`config.mk`:
```
export PLATFORM = sky130hd
export DESIGN_NAME = crc_param_engine
export DESIGN_NICKNAME = d
export VERILOG_FILES = /design/src/rtl/crc_param_engine.sv
export SDC_FILE = /design/constraint.sdc
export NUM_CORES = 1
export LEC_CHECK = 0
export ABC_AREA = 1
export CAP_MARGIN = 20
export CORE_ASPECT_RATIO = 1.1
export CORE_MARGIN = 2
export CORE_UTILIZATION = 30
export CTS_BUF_LIST = sky130_fd_sc_hd__clkbuf_2 sky130_fd_sc_hd__clkbuf_4 sky130_fd_sc_hd__clkbuf_8
export CTS_CLUSTER_DIAMETER = 50
export DETAILED_ROUTE_END_ITERATION = 7
export HOLD_SLACK_MARGIN = 0.15
export PLACE_DENSITY = 0.62
export RECOVER_POWER = 50
export SYNTH_ARGS = -nofsm -noshare
export SYNTH_HDL_FRONTEND = slang
export SYNTH_SLANG_ARGS = --single-unit
```
`constraint.sdc`:
```
create_clock -name clk -period 1.26 [get_ports clk]
set_input_delay 0.126 -clock clk [delete_from_list [all_inputs] [get_ports clk]]
set_output_delay 0.126 -clock clk [all_outputs]
set_load 0.05 [all_outputs]
```
`src/rtl/crc_param_engine.sv`:
```
// ---------------------------------------------------------------------------
// crc_param_engine
//
// Generic serial/parallel CRC engine. Accepts one DATA_WIDTH word per
// valid/ready handshake and folds it into the running CRC register,
// BITS_PER_CYCLE bits per clock, over DATA_WIDTH/BITS_PER_CYCLE clocks.
// A one-cycle o_CRC_Ready pulse marks the end of each word.
//
// Ports:
//   clk          clock, all state on rising edge
//   rst          asynchronous active-high reset
//   i_Init       reseed CRC register to INIT / abort a word in progress
//   i_Valid      input word valid
//   o_Ready      engine can accept a word (registered, high only in IDLE)
//   i_Data       input word
//   o_CRC        raw CRC register
//   o_CRC_Final  (REFLECT_OUT ? reverse(o_CRC) : o_CRC) ^ XOR_OUT
//   o_CRC_Ready  one-cycle pulse: word fully folded
//   o_Busy       high while a word is being folded
// ---------------------------------------------------------------------------
module crc_param_engine #(
    parameter int                   CRC_WIDTH      = 32,
    parameter logic [CRC_WIDTH-1:0] POLY           = 32'h04C11DB7,
    parameter logic [CRC_WIDTH-1:0] INIT           = 32'hFFFFFFFF,
    parameter logic [CRC_WIDTH-1:0] XOR_OUT        = 32'hFFFFFFFF,
    parameter bit                   REFLECT_IN     = 1'b1,
    parameter bit                   REFLECT_OUT    = 1'b1,
    parameter int                   DATA_WIDTH     = 8,
    parameter int                   BITS_PER_CYCLE = 1
) (
    input  logic                  clk,
    input  logic                  rst,
    input  logic                  i_Init,
    input  logic                  i_Valid,
    output logic                  o_Ready,
    input  logic [DATA_WIDTH-1:0] i_Data,
    output logic [CRC_WIDTH-1:0]  o_CRC,
    output logic [CRC_WIDTH-1:0]  o_CRC_Final,
    output logic                  o_CRC_Ready,
    output logic                  o_Busy
);

    localparam int STEPS = DATA_WIDTH / BITS_PER_CYCLE;
    localparam int CNT_W = (STEPS > 1) ? $clog2(STEPS) : 1;
    localparam logic [CNT_W-1:0] CNT_LAST = CNT_W'(STEPS - 1);

    localparam logic [0:0] ST_IDLE  = 1'b0;
    localparam logic [0:0] ST_SHIFT = 1'b1;

    // A word width that is not a whole number of fold steps cannot be
    // sequenced by the step counter, so refuse to build it.
    if (DATA_WIDTH % BITS_PER_CYCLE != 0) begin : g_width_check
        $error("crc_param_engine: DATA_WIDTH must be a multiple of BITS_PER_CYCLE");
    end

    logic [0:0]            state;
    logic [CRC_WIDTH-1:0]  crc_reg;
    logic [CNT_W-1:0]      step_cnt;
    logic [DATA_WIDTH-1:0] shift_reg;
    logic                  ready_reg;
    logic                  crc_ready_reg;

    logic [DATA_WIDTH-1:0] data_in;
    logic [CRC_WIDTH-1:0]  crc_next;
    logic [CRC_WIDTH-1:0]  crc_view;

    // Reflected input means the word arrives LSB first on the line; reversing
    // it once at accept time lets the fold always consume the MSB first.
    always_comb begin
        data_in = i_Data;
        if (REFLECT_IN) begin
            for (int i = 0; i < DATA_WIDTH; i++) begin
                data_in[i] = i_Data[DATA_WIDTH-1-i];
            end
        end
    end

    // Fold the top BITS_PER_CYCLE bits of the shift register into the CRC,
    // one bit after another, all within a single clock.
    always_comb begin
        crc_next = crc_reg;
        for (int i = 0; i < BITS_PER_CYCLE; i++) begin
            if (crc_next[CRC_WIDTH-1] ^ shift_reg[DATA_WIDTH-1-i]) begin
                crc_next = {crc_next[CRC_WIDTH-2:0], 1'b0} ^ POLY;
            end else begin
                crc_next = {crc_next[CRC_WIDTH-2:0], 1'b0};
            end
        end
    end

    // Handshake, step sequencing and CRC register update. i_Init has
    // priority over folding while in SHIFT and aborts the word silently.
    always_ff @(posedge clk or posedge rst) begin
        if (rst) begin
            state         <= ST_IDLE;
            crc_reg       <= INIT;
            step_cnt      <= '0;
            shift_reg     <= '0;
            ready_reg     <= 1'b1;
            crc_ready_reg <= 1'b0;
        end else begin
            crc_ready_reg <= 1'b0;
            case (state)
                ST_IDLE: begin
                    if (i_Valid && ready_reg) begin
                        shift_reg <= data_in;
                        step_cnt  <= CNT_LAST;
                        state     <= ST_SHIFT;
                        ready_reg <= 1'b0;
                        if (i_Init) begin
                            crc_reg <= INIT;
                        end
                    end else if (i_Init) begin
                        crc_reg <= INIT;
                    end
                end
                ST_SHIFT: begin
                    if (i_Init) begin
                        crc_reg   <= INIT;
                        state     <= ST_IDLE;
                        step_cnt  <= '0;
                        shift_reg <= '0;
                        ready_reg <= 1'b1;
                    end else begin
                        crc_reg   <= crc_next;
                        shift_reg <= shift_reg << BITS_PER_CYCLE;
                        if (step_cnt == '0) begin
                            state         <= ST_IDLE;
                            ready_reg     <= 1'b1;
                            crc_ready_reg <= 1'b1;
                        end else begin
                            step_cnt <= step_cnt - 1'b1;
                        end
                    end
                end
                default: begin
                    state     <= ST_IDLE;
                    ready_reg <= 1'b1;
                end
            endcase
        end
    end

    // Output view of the register: optional bit reversal before XOR_OUT.
    always_comb begin
        crc_view = crc_reg;
        if (REFLECT_OUT) begin
            for (int i = 0; i < CRC_WIDTH; i++) begin
                crc_view[i] = crc_reg[CRC_WIDTH-1-i];
            end
        end
    end

    assign o_CRC       = crc_reg;
    assign o_CRC_Final = crc_view ^ XOR_OUT;
    assign o_Ready     = ready_reg;
    assign o_CRC_Ready = crc_ready_reg;
    assign o_Busy      = (state == ST_SHIFT);

endmodule

```
# [Word-level counts from Yosys, hierarchy flattened]
# Cells that the tools add are included.
[totals] regBits=46 in_bits=12 out_inout_bits=67 wordCells=41
[classes] addsub=1 eq_ne=4 muxes=22 n_bitwise=4 n_reduce_logical=4
[op_table] cell="2-to-1 mux 32 bit" n=2
[op_table] cell="case mux 32 bit (2 select lines)" n=1
[op_table] cell="NOT 32 bit" n=1
[op_table] cell="2-to-1 mux 27 bit" n=1
[op_table] cell="2-to-1 mux 8 bit" n=2
[op_table] cell="case mux 8 bit (2 select lines)" n=1
[op_table] cell="NOT 14 bit" n=1
[op_table] cell="2-to-1 mux 1 bit" n=9
[op_table] cell="2-to-1 mux 3 bit" n=3
[op_table] cell="case mux 3 bit (2 select lines)" n=1
[op_table] cell="!= test 2 bit (second input constant)" n=2
[op_table] cell="case mux 1 bit (2 select lines)" n=2
[op_table] cell="AND reduction 2 bit" n=2
[op_table] cell="logical NOT 3 bit" n=1
[op_table] cell="!= test 3 x 2 -> 1 bit (second input constant)" n=1
[op_table] cell="!= test 3 bit (second input constant)" n=1
[op_table] cell="subtractor 3 x 1 -> 3 bit (second input constant)" n=1
[op_table] cell="logical AND 1 bit" n=1
[op_table] cell="NOT 1 bit" n=1
[op_table] cell="bitwise XOR 1 bit" n=1

# [Longest topological paths before layout]
# Gate-level depths: netlist (run 1).
[depth] ltp_word=4 mapped_depth=8

# [Worst setup path after synthesis (run 1)]
# Ideal clock, no wire load.
[synth_path] path_kind="register -> register" start="reg crc_reg[31], in the netlist o_CRC[31]" end="reg crc_reg[10], in the netlist o_CRC[10]" setup_ns=0.058 arrival_ns=1.623 setup_slack_ns=-0.421 stages_incl_launch_ff=8 period_less_slack_ns=1.681 cell_sequence="dfstp_2 inv_1 nand2_1 buf_4 nand3_1 nand3_1 nand2_1 inv_1"
[synth_via] elab_chain_len=4
[synth_lines] element="from (decl)" line_no="57" text="logic [CRC_WIDTH-1:0] crc_reg;"
[synth_lines] element="from (signal assigned)" line_no="125" text="crc_reg <= crc_next;"
[synth_lines] element="bitwise XOR 1 bit" line_no="83" text="if (crc_next[CRC_WIDTH-1] ^ shift_reg[DATA_WIDTH-1-i]) begin"
[synth_lines] element="2-to-1 mux 27 bit" line_no="83"
[synth_lines] element="2-to-1 mux 32 bit" line_no="118" text="if (i_Init) begin"
[synth_lines] element="case mux 32 bit (2 select lines)" line_no="103" text="case (state)"
# Every way passes these cells.
# A chain may end at the register's enable or synchronous reset.

# [Final worst setup path (run 1)]
# Ends and elaborated chain as after synthesis.

==> reports/summary.txt, run 1 <==
post-synthesis sequential element count - 46
number of global-route vias before repair - 2183
num ports - 79
max FFs per register - 32
Post-Syn Area - 0.00219 mm^2
number of design rule violations left after detail routing - 0
library cell appearing most often on the critical path - nand3_2
antenna diode count - 0
total via count in the routed design - 2324
Vias per Instance - 4.74
worst voltage drop across the vdd grid - 0.448 mV
share of layout cells above drive strength 1 - 54.8%
final setup vio count - 17
distinct cell type count after synthesis - 16
cells taking the most area after synthesis - dfstp_2 40%, dfrtp_1 15%, nand3_1 9.1%
total power density per cell area - 599 mW/mm^2
worst slew margin relative to its limit - 58.4%
area of all placed cells without fillers - 0.00425 mm^2
root buffer selected by CTS - clkbuf_8
Top delay family on crit path - flip-flops
violated checks - negative setup slack
Core Area - 0.00705 mm^2
Pleak - 2.13 nW
status - finished with violations
first-pass GRT wire length - 10.1 mm
number of endpoints with negative hold slack in the final report - 0
total placed instance area - 0.00354 mm^2
overall power after layout - 0.00254 W
residual antenna-violating net count after detailed routing - 0
final-layout fill cell count - 581
number of nets in the synthesized netlist - 275
Slew Viols, Final - 0
starting density of the core - 31.1%
RD Place Congestion - 0.783
average routed wire per standard cell - 13.7 um
Peak Freq - 0.693 GHz
Iter 0 DRT Violations - 95
biggest cell delay along the critical path - 0.65 ns
Sink Count - 46
MaxCap Viol Count - 0
largest driver fanout on the critical path - 5
number of warnings reported in the yosys synthesis log - 0
number of nets in the layout - 418
global-route congestion overflow total - 0
hold endpoint - shift_reg[0]
startpoint of the worst-slack reg-to-reg timing path - o_CRC[31]
clock tree from TritonCTS - done
smallest setup slack after layout - -0.183 ns
clock-pin transition on the worst setup and hold timing paths - 0.09 ns
setup repair after global routing missed its margin - true
pin count of the biggest net entering global routing - 47
depth of the CTS H-tree - 2
post-placement setup slack - -0.108 ns
final clock period utilization by the worst path - 115%
endpoint class of the critical path - flip-flop
global-route usage over all layers - 15.6%
data required time of the worst path - 1.50 ns
post-synthesis instance total - 261
number of cell rows - 32
Critical Path, Cell by Cell - clkinvlp_4, buf_6, nand2_8, clkbuf_16, nand3_2, nand3_2, nand2_1, inv_1
shortest period the worst path allows - 1.44 ns
Worst Max-Slew Pin Slew - 0.623 ns
detailed-placement wirelength estimate - 4.22 mm
DIE AREA - 0.00802 mm^2
Worst Hold Launch - i_Data[7]
length of the first detailed-routing pass in iterations - 5
Die Y - 93.7 um
Routed Wire Length - 6.69 mm
r2r setup slk - -0.18 ns
number of cells on the worst reg-to-reg path - 8
kind of critical path - reg2reg
total clock buffers created by CTS - 5
Seq/Total Area, Yosys - 54.3%
port buffer count - 78
maximum clock path buffer count - 2
area share of the leading cell type in the synthesized netlist - 39.5%
area of the multi-input gates - 900 um^2
antenna violations before repair - 0
worst hold path class - in2reg
CP Buf/Inv Count - 4
register area - 0.00120 mm^2
synthesis-to-finish area growth - 93.6%
Finished Core Util - 60.3%
reg-to-reg endpoint - o_CRC[10]
Clock Latency Late Sink - 0.30 ns
post-cts hold buffer count - 0
crit path max-delay cell type - dfstp_4
dominant cell type by area after synthesis - dfstp_2
Clock Skews - 0.00532 ns
Die Width - 85.6 um
Min-Delay Path Depth - 3
average footprint of a synthesized cell - 8.41 um^2
kind of start point of the critical path - flip-flop
CP Data Arrival Time - 1.68 ns
## Yosys cell counts
cell / count
o21ai_0: 12
ha_1: 2
nand2_2: 2
a22oi_1: 19
dfrtp_1: 13
inv_2: 1
buf_2: 8
nand2_1: 53
dfstp_2: 33
buf_6: 1
clkbuf_1: 1
nand3_1: 40
a21oi_1: 9
buf_4: 2
inv_1: 53
nor2_1: 12
## cells by family after synthesis
logic type | after synthesis | synth area share (%)
simple gates | 107 | 20.8
buf+inv | 66 | 12.4
flops | 46 | 54.3
compound gates | 40 | 11.3
fa+ha+maj | 2 | 1.14
## worst min-delay path, stage by stage
cell and delay, ns:
clkdlybuf4s50_1 0.41, nand3_1 0.08, nand2_1 0.05
## through the flow
stage	TNS [ns]	instances	hold WS (ns)
2_1_floorplan	-5.37	261	0.250
3_3_place_gp	-0.307	436	0.466
3_5_place_dp	-1.09	436	0.476
4_1_cts	-1.92	470	0.190
5_1_grt	-3.92	490	0.398
6_report	-2.10	490	0.395
## what timing repair did
action / in CTS / in global routing
endpoints found under the hold margin: 0 / 0
gates cloned: 0 / 3
pin swaps: 0 / 13
gates resized for setup: 8 / 67
setup endpoints to repair: 35 / 48
buffers inserted: 26 / 17
## cells in the final DEF, fill, tap and decap left out, types with 2 or more instances in the layout
master	instances
nand2_2	4
nor2_1	11
clkbuf_16	2
clkdlybuf4s50_1	10
inv_1	39
ha_1	2
buf_6	29
dfstp_2	29
inv_2	13
buf_2	3
buf_12	37
clkbuf_8	6
a21oi_1	8
o21ai_0	11
a22oi_1	19
dfstp_1	3
buf_4	62
dfrtp_1	11
nand2_8	2
clkbuf_4	3
nand2_4	2
nand2_1	47
nand3_2	19
dfrtp_2	2
nand3_1	20
## routing by layer
| layer | track usage [%] | vias to the layer above | wire length [um] |
|---|---|---|---|
| li1 | - | 1117 | - |
| met3 | 3.51 | 10 | 379 |
| met5 | 0 | - | 0 |
| met1 | 19.7 | 1114 | 2730 |
| met4 | 5.16 | 0 | 99 |
| met2 | 26.6 | 83 | 3480 |
## where the power goes
group	total [W]	leakage (nW)	switching, W	internal (W)
clock	0.000963	0.0517	0.000498	0.000465
sequential	0.00148	0.515	0.000000912	0.00148
combinational	0.0000985	1.56	0.0000575	0.0000410
## area by class of cell
type | instances | area share, %
clock buffers | 7 | 2.12
clock inverters | 1 | 0.118
inverters | 54 | 4.86
multi-input cells | 149 | 21.2
flip-flops and latches | 46 | 28.2
well taps | 85 | 2.50
repair buffers | 148 | 41.0
## worst max-delay path by stage
stage	startpoint	end	slack, ns	cells past startpoint
after floorplan	o_CRC[31]	o_CRC[1]	-0.37	7
after global placement	i_Init	o_Ready	-0.05	9
after detailed placement	i_Init	o_Ready	-0.11	9
after CTS	o_CRC[31]	o_CRC[31]	-0.17	3
after global routing	o_CRC[31]	o_CRC[10]	-0.22	8
final	o_CRC[31]	o_CRC[10]	-0.18	8
No activity file was read; power rests on OpenSTA's default activity.
==> run 2, diff against run 1 <==
- ABC_CLOCK_PERIOD_IN_PS: unset -> 1260
- CORE_UTILIZATION: 30 -> 42
- PLACE_DENSITY: 0.62 -> 0.81
==> run 2 against run 1 <==
Against the previous run:
- the run still ends with negative setup slack left
- power increased by 3.9%
- sequential share of layout area up 2.1 points
- routed wire length down 2.4%
- final cell count shrank 9.8%
- first-iteration DRC count rose by 73%
- non-clock buffer count decreased by 23
- critical endpoint is now o_CRC[26]
- largest cell class unchanged
==> reports/summary.txt, run 2 (synthesized netlist as in run 1, its figures left out) <==
Peak Freq - 0.670 GHz (-3.4%)
global-route congestion overflow total - 0 (unchanged)
Post-Route Setup TNS - -2.46 ns (-0.357 ns)
Worst Max-Slew Pin Slew - 0.603 ns (-0.0198 ns)
length of the first detailed-routing pass in iterations - 4 (-1)
starting density of the core - 43.6% (+12 points)
post-cts hold buffer count - 0 (unchanged)
Die Width - 72.9 um (-15%)
Min-Delay Path Depth - 3 (unchanged)
data required time of the worst path - 1.51 ns (about the same)
Vias per Instance - 5.10 (+7.6%)
most common cell after layout, fill and taps aside - nand2_1
maximum clock path buffer count - 2 (unchanged)
total via count in the routed design - 2256 (-2.9%)
overall power after layout - 0.00264 W (+3.9%)
worst voltage drop across the vdd grid - 0.574 mV (+28%)
CP Data Arrival Time - 1.74 ns (+0.06 ns)
startpoint of the worst-slack reg-to-reg timing path - o_CRC[31]
first-pass GRT wire length - 10.1 mm (about the same)
number of global-route vias before repair - 2139 (-2.0%)
clock-pin transition on the worst setup and hold timing paths - 0.09 ns (about the same)
antenna diode count - 0 (unchanged)
port buffer count - 78 (unchanged)
average routed wire per standard cell - 14.8 um (+8.2%)
worst hold path class - in2reg
setup repair after global routing missed its margin - true
violated checks - negative setup slack
DIE AREA - 0.00582 mm^2 (-27%)
largest driver fanout on the critical path - 6 (+1)
endpoint class of the critical path - flip-flop
shortest period the worst path allows - 1.49 ns (+0.0504 ns)
pin count of the biggest net entering global routing - 47 (unchanged)
kind of critical path - reg2reg
number of cells on the worst reg-to-reg path - 7 (-1)
Slew Viols, Final - 0 (unchanged)
worst slew margin relative to its limit - 59.8% (+1.3 points)
Clock Skews - 0.00525 ns (-0.0000714 ns)
r2r setup slk - -0.23 ns (-0.05 ns)
status - finished with violations
RD Place Congestion - 0.853 (+8.9%)
hold endpoint - shift_reg[0]
share of layout cells above drive strength 1 - 46.9% (-7.9 points)
depth of the CTS H-tree - 2 (unchanged)
Pleak - 2.02 nW (-4.8%)
detailed-placement wirelength estimate - 4.15 mm (-1.7%)
number of endpoints with negative hold slack in the final report - 0 (unchanged)
total power density per cell area - 669 mW/mm^2 (+12%)
reg-to-reg endpoint - o_CRC[26]
root buffer selected by CTS - clkbuf_8
total clock buffers created by CTS - 5 (unchanged)
final clock period utilization by the worst path - 119% (+4.0 points)
MaxCap Viol Count - 0 (unchanged)
global-route usage over all layers - 22.2% (+6.6 points)
clock tree from TritonCTS - done
most frequent cells in the layout - 49 x nand2_1, 39 x inv_1, 39 x nand3_1
number of design rule violations left after detail routing - 0 (unchanged)
number of cell rows - 27 (-16%)
kind of start point of the critical path - flip-flop
Worst Hold Launch - i_Data[7]
antenna violations before repair - 0 (unchanged)
final setup vio count - 23 (+6)
Routed Wire Length - 6.53 mm (-2.4%)
smallest setup slack after layout - -0.233 ns (-0.0504 ns)
Core Area - 0.00503 mm^2 (-29%)
tightest hold margin - 0.404 ns (+0.00921 ns)
max FFs per register - 32 (unchanged)
Placed Instances - 402 (-7.8%)
residual antenna-violating net count after detailed routing - 0 (unchanged)
post-route insts no fill - 442 (-9.8%)
Clock Latency Late Sink - 0.30 ns (about the same)
number of nets in the layout - 397 (-5.0%)
Worst setup startpoint - o_CRC[31]
Iter 0 DRT Violations - 164 (+73%)
Die Y - 79.8 um (-15%)
Sink Count - 46 (unchanged)
num ports - 79 (unchanged)
total placed instance area - 0.00345 mm^2 (-2.4%)
area of all placed cells without fillers - 0.00395 mm^2 (-6.9%)
synthesis-to-finish area growth - 80.2%
## run 2: what timing repair did
| action | in CTS | in global routing |
|---|---|---|
| endpoints found under the setup margin | 35 | 53 |
| resized for setup | 19 | 41 |
| buffers inserted | 20 | 10 |
| pin swaps | 4 | 1 |
| cloned | 1 | 1 |
## run 2: worst max-delay path by stage
stage / endpoint / slack, ns / cells after the start
floorplan: o_CRC[1] / -0.37 / 7
global placement: o_CRC[23] / -0.09 / 5
detailed placement: o_CRC[10] / -0.1 / 7
CTS: o_CRC_Final[0] / -0.16 / 3
global route: o_CRC[26] / -0.27 / 7
finish: o_CRC[26] / -0.23 / 7
## run 2: area by class of cell
cell class | instances | area, um^2
flip-flops and latches | 46 | 1200
multi-input cells | 151 | 811
repair buffers | 125 | 1560
well taps | 58 | 72.6
fillers | 308 | 1080
clock buffers | 8 | 110
inverters | 54 | 206
## run 2: power breakdown
| part | switching [W] | total, W | internal [W] | leakage (nW) |
|---|---|---|---|---|
| clock network | 0.000499 | 0.00105 | 0.000554 | 0.0575 |
| logic | 0.0000588 | 0.000108 | 0.0000489 | 1.45 |
| registers | 0.000000831 | 0.00148 | 0.00148 | 0.518 |
| total | 0.000559 | 0.00264 | 0.00209 | 2.02 |
## run 2: layer usage
metal | wire (um) | track usage [%] | vias to the layer above
met1 | 2590 | 28.0 | 1072
met5 | 0 | 0 | -
li1 | - | - | 1073
met2 | 3390 | 36.9 | 90
met4 | 237 | 9.63 | 0
met3 | 314 | 4.17 | 21
## run 2: per-stage QoR
stage	utilization (%)	worst slack, ns
3_3_place_gp	68.6	-0.0856
5_1_grt	78.5	-0.267
6_report	78.5	-0.233
2_1_floorplan	-	-0.370
4_1_cts	75.5	-0.159
3_5_place_dp	68.6	-0.0989
## run 2: worst max-delay path: stages, from the launching register on
cell	delay [ns]
dfstp_4	0.64
clkinvlp_4	0.11
buf_4	0.20
nand2_4	0.10
nand3_1	0.11
nand3_1	0.16
nand2_1	0.06
inv_1	0.05
==> variant: new RTL, settings of run 1 <==
`CRC_WIDTH`: 32 -> 64.
--- a/src/rtl/crc_param_engine.sv
+++ b/src/rtl/crc_param_engine.sv
@@ -20,5 +20,5 @@
 // ---------------------------------------------------------------------------
 module crc_param_engine #(
-    parameter int                   CRC_WIDTH      = 32,
+    parameter int                   CRC_WIDTH      = 64,
     parameter logic [CRC_WIDTH-1:0] POLY           = 32'h04C11DB7,
     parameter logic [CRC_WIDTH-1:0] INIT           = 32'hFFFFFFFF,
Interface: changed (resized o_CRC and o_CRC_Final); port bits go from 79 to 143. No check against the original RTL was run, so the function may have changed too.
==> variant against run 1 <==
The flow still finishes with violations (setup timing). Worst setup slack better by 180 ps. Routed wire length is 58% higher. Power increased by 80%. Global-route usage increased by 1.6 points. Sequential cell count grew 32. Count of clock-buffer cells in the layout rose by 7. Area after synthesis increased by 63%. Final area rose by 64%. Critical endpoint is now o_CRC[26]. Highest routed layer unchanged.
==> variant: results (changes against run 1) <==
[setup_path]
crit_fanout=4  ; was 5
slowest_delay_ps=620  ; was 650 ps
r2r_cells=6  ; was 8
r2r-end=step_cnt[2]  ; was o_CRC[10]
r2r_start=o_Ready  ; was o_CRC[31]
rrSetupSlack_ps=70  ; was -180 ps
cp_slowest_cell=dfstp_2  ; was dfstp_4
cp.arrival_ps=1140  ; was 1680 ps

[placement]
dpl-instance-area_mm2=0.006585  ; was 0.003541 mm2
dp_hpwl_um=7788  ; was 4215 um
placed_cells=648  ; was 436
numPortBuffers=142  ; was 78
post-place-ws_ps=-192.4  ; was -107.9 ps

[logic_synthesis]
synth.area.top_cells=dfrtp_1 (31%), dfstp_2 (24%), buf_4 (7.8%), inv_1 (7.0%), nand3_1 (5.7%)  ; was dfstp_2 (40%), dfrtp_1 (15%), nand3_1 (9.1%), inv_1 (9.1%), nand2_1 (9.1%)
ys_seq_area_frac=0.5568  ; was 0.5433
synth-main-ff-cell=dfrtp_1  ; was dfstp_2
synth.distinct_cells=24  ; was 16
syn_nets=400  ; was 275
avgSynthCellArea_um2=9.274  ; was 8.408 um2
ys_top_cells_by_count=inv_1 (67), nand2_1 (47), dfrtp_1 (45)  ; was inv_1 (53), nand2_1 (53), nand3_1 (40)

[detailed_routing]
wl_met3_um=840  ; was 379 um
initialDrtViolationCount=139  ; was 95
wl_um=10600  ; was 6691 um
routed_via_density=4.703  ; was 4.743
wl_met1_um=3844  ; was 2732 um
met2_length_um=5727  ; was 3480 um
wl_per_cell_um=15.21  ; was 13.66 um
drt_pass1_iterations=4  ; was 5

[power_and_ir_drop]
ir_drop_uv=415.1  ; was 447.8 uV
power_leakage_nw=3.230  ; was 2.126 nW
clockPowerShare=0.417  ; was 0.379
seq_power_mw=2.51  ; was 1.48 mW
power_mw=4.575  ; was 2.544 mW
p_switching_mw=1.025  ; was 0.5563 mW

[sta]
final.setup.tns_ps=-3.644  ; was -2099 ps
holdWs_ps=348.7  ; was 395.2 ps
worst_slack_ps=-2.408  ; was -182.8 ps
finClkSkew_ps=5.290  ; was 5.321 ps
worstMarginPinSlew_ps=720.2  ; was 623.3 ps
setup_viol=2  ; was 17

[cells_and_area]
fin_nets=556  ; was 418
drive_above_1_share=0.5667  ; was 0.5481
largest_register_ff_count=64  ; was 32
nFillCells=932  ; was 581

[grt]
grt_first_pass_wirelength_um=17390  ; was 10080 um
use_met1=0.1895  ; was 0.1966
grt_pass1_vias=3506  ; was 2183
globalRouteTotalUtil=0.1726  ; was 0.1564
grtUsageMet3=0.05240  ; was 0.03515
grt_max_degree=39  ; was 47
met2_usage=0.3054  ; was 0.2656

[clock_network]
htree_levels=3  ; was 2
cts_buffers=9  ; was 5

[run_status]
outcome=finished, violations left  ; unchanged
failed_checks=setup timing  ; unchanged

variant: changes by cell type after synthesis, moves of 4 or more:
| cell | run 1 | this run |
|---|---|---|
| buf_4 | 2 | 37 |
| dfrtp_1 | 13 | 45 |
| o22ai_1 | 0 | 32 |
| a22oi_1 | 19 | 1 |
| inv_1 | 53 | 67 |
| o22a_1 | 0 | 11 |
| a21oi_1 | 9 | 16 |
| nand2_1 | 53 | 47 |
| nor2_1 | 12 | 17 |
| clkbuf_1 | 1 | 5 |
| or2_0 | 0 | 4 |
variant: cell families (layout without fill, tap and decap cells):
kind of cell               after synthesis  after routing  synth area share
buffers and inverters                  120            281            0.1688
and+or+nand+nor                        115            115            0.1447
DFF                                     78             78            0.5568
AOI/OAI and AO/OA                       71             71            0.1227
adders and majority gates                2              2          0.006989
variant: layout make-up:
| class | instances | area share |
|---|---|---|
| inverter | 70 | 0.05560 |
| tap | 150 | 0.02699 |
| timing repair buffer | 195 | 0.4457 |
| sequential | 78 | 0.2913 |
| clock inverter | 2 | 0.001799 |
| clock buffer | 14 | 0.02771 |
| multi-input combinational | 188 | 0.1510 |
variant: repair_timing:
action | CTS | global route
setup buffers | 29 | 4
pin swaps | 0 | 3
resized for setup | 0 | 12
endpoints found under the setup margin | 60 | 65
variant: worst max-delay path by stage:
stage	from	to	slack, ps	cells past startpoint
after floorplan	o_CRC[63]	o_CRC[1]	-260	7
after global placement	i_Init	o_CRC[59]	-140	5
after detailed placement	i_Init	o_CRC[41]	-190	5
after CTS	o_CRC[26]	o_CRC[26]	-30	1
after global routing	o_CRC[26]	o_CRC[26]	-40	1
final	o_CRC[26]	o_CRC[26]	-2	1
variant: worst reg2reg max path, cell delays in order, from the launching register on:
cell,delay [ps]
dfstp_2,600
nand2_4,110
nand2_4,120
inv_2,70
nor2_1,120
nand2_1,70
nand2_1,60
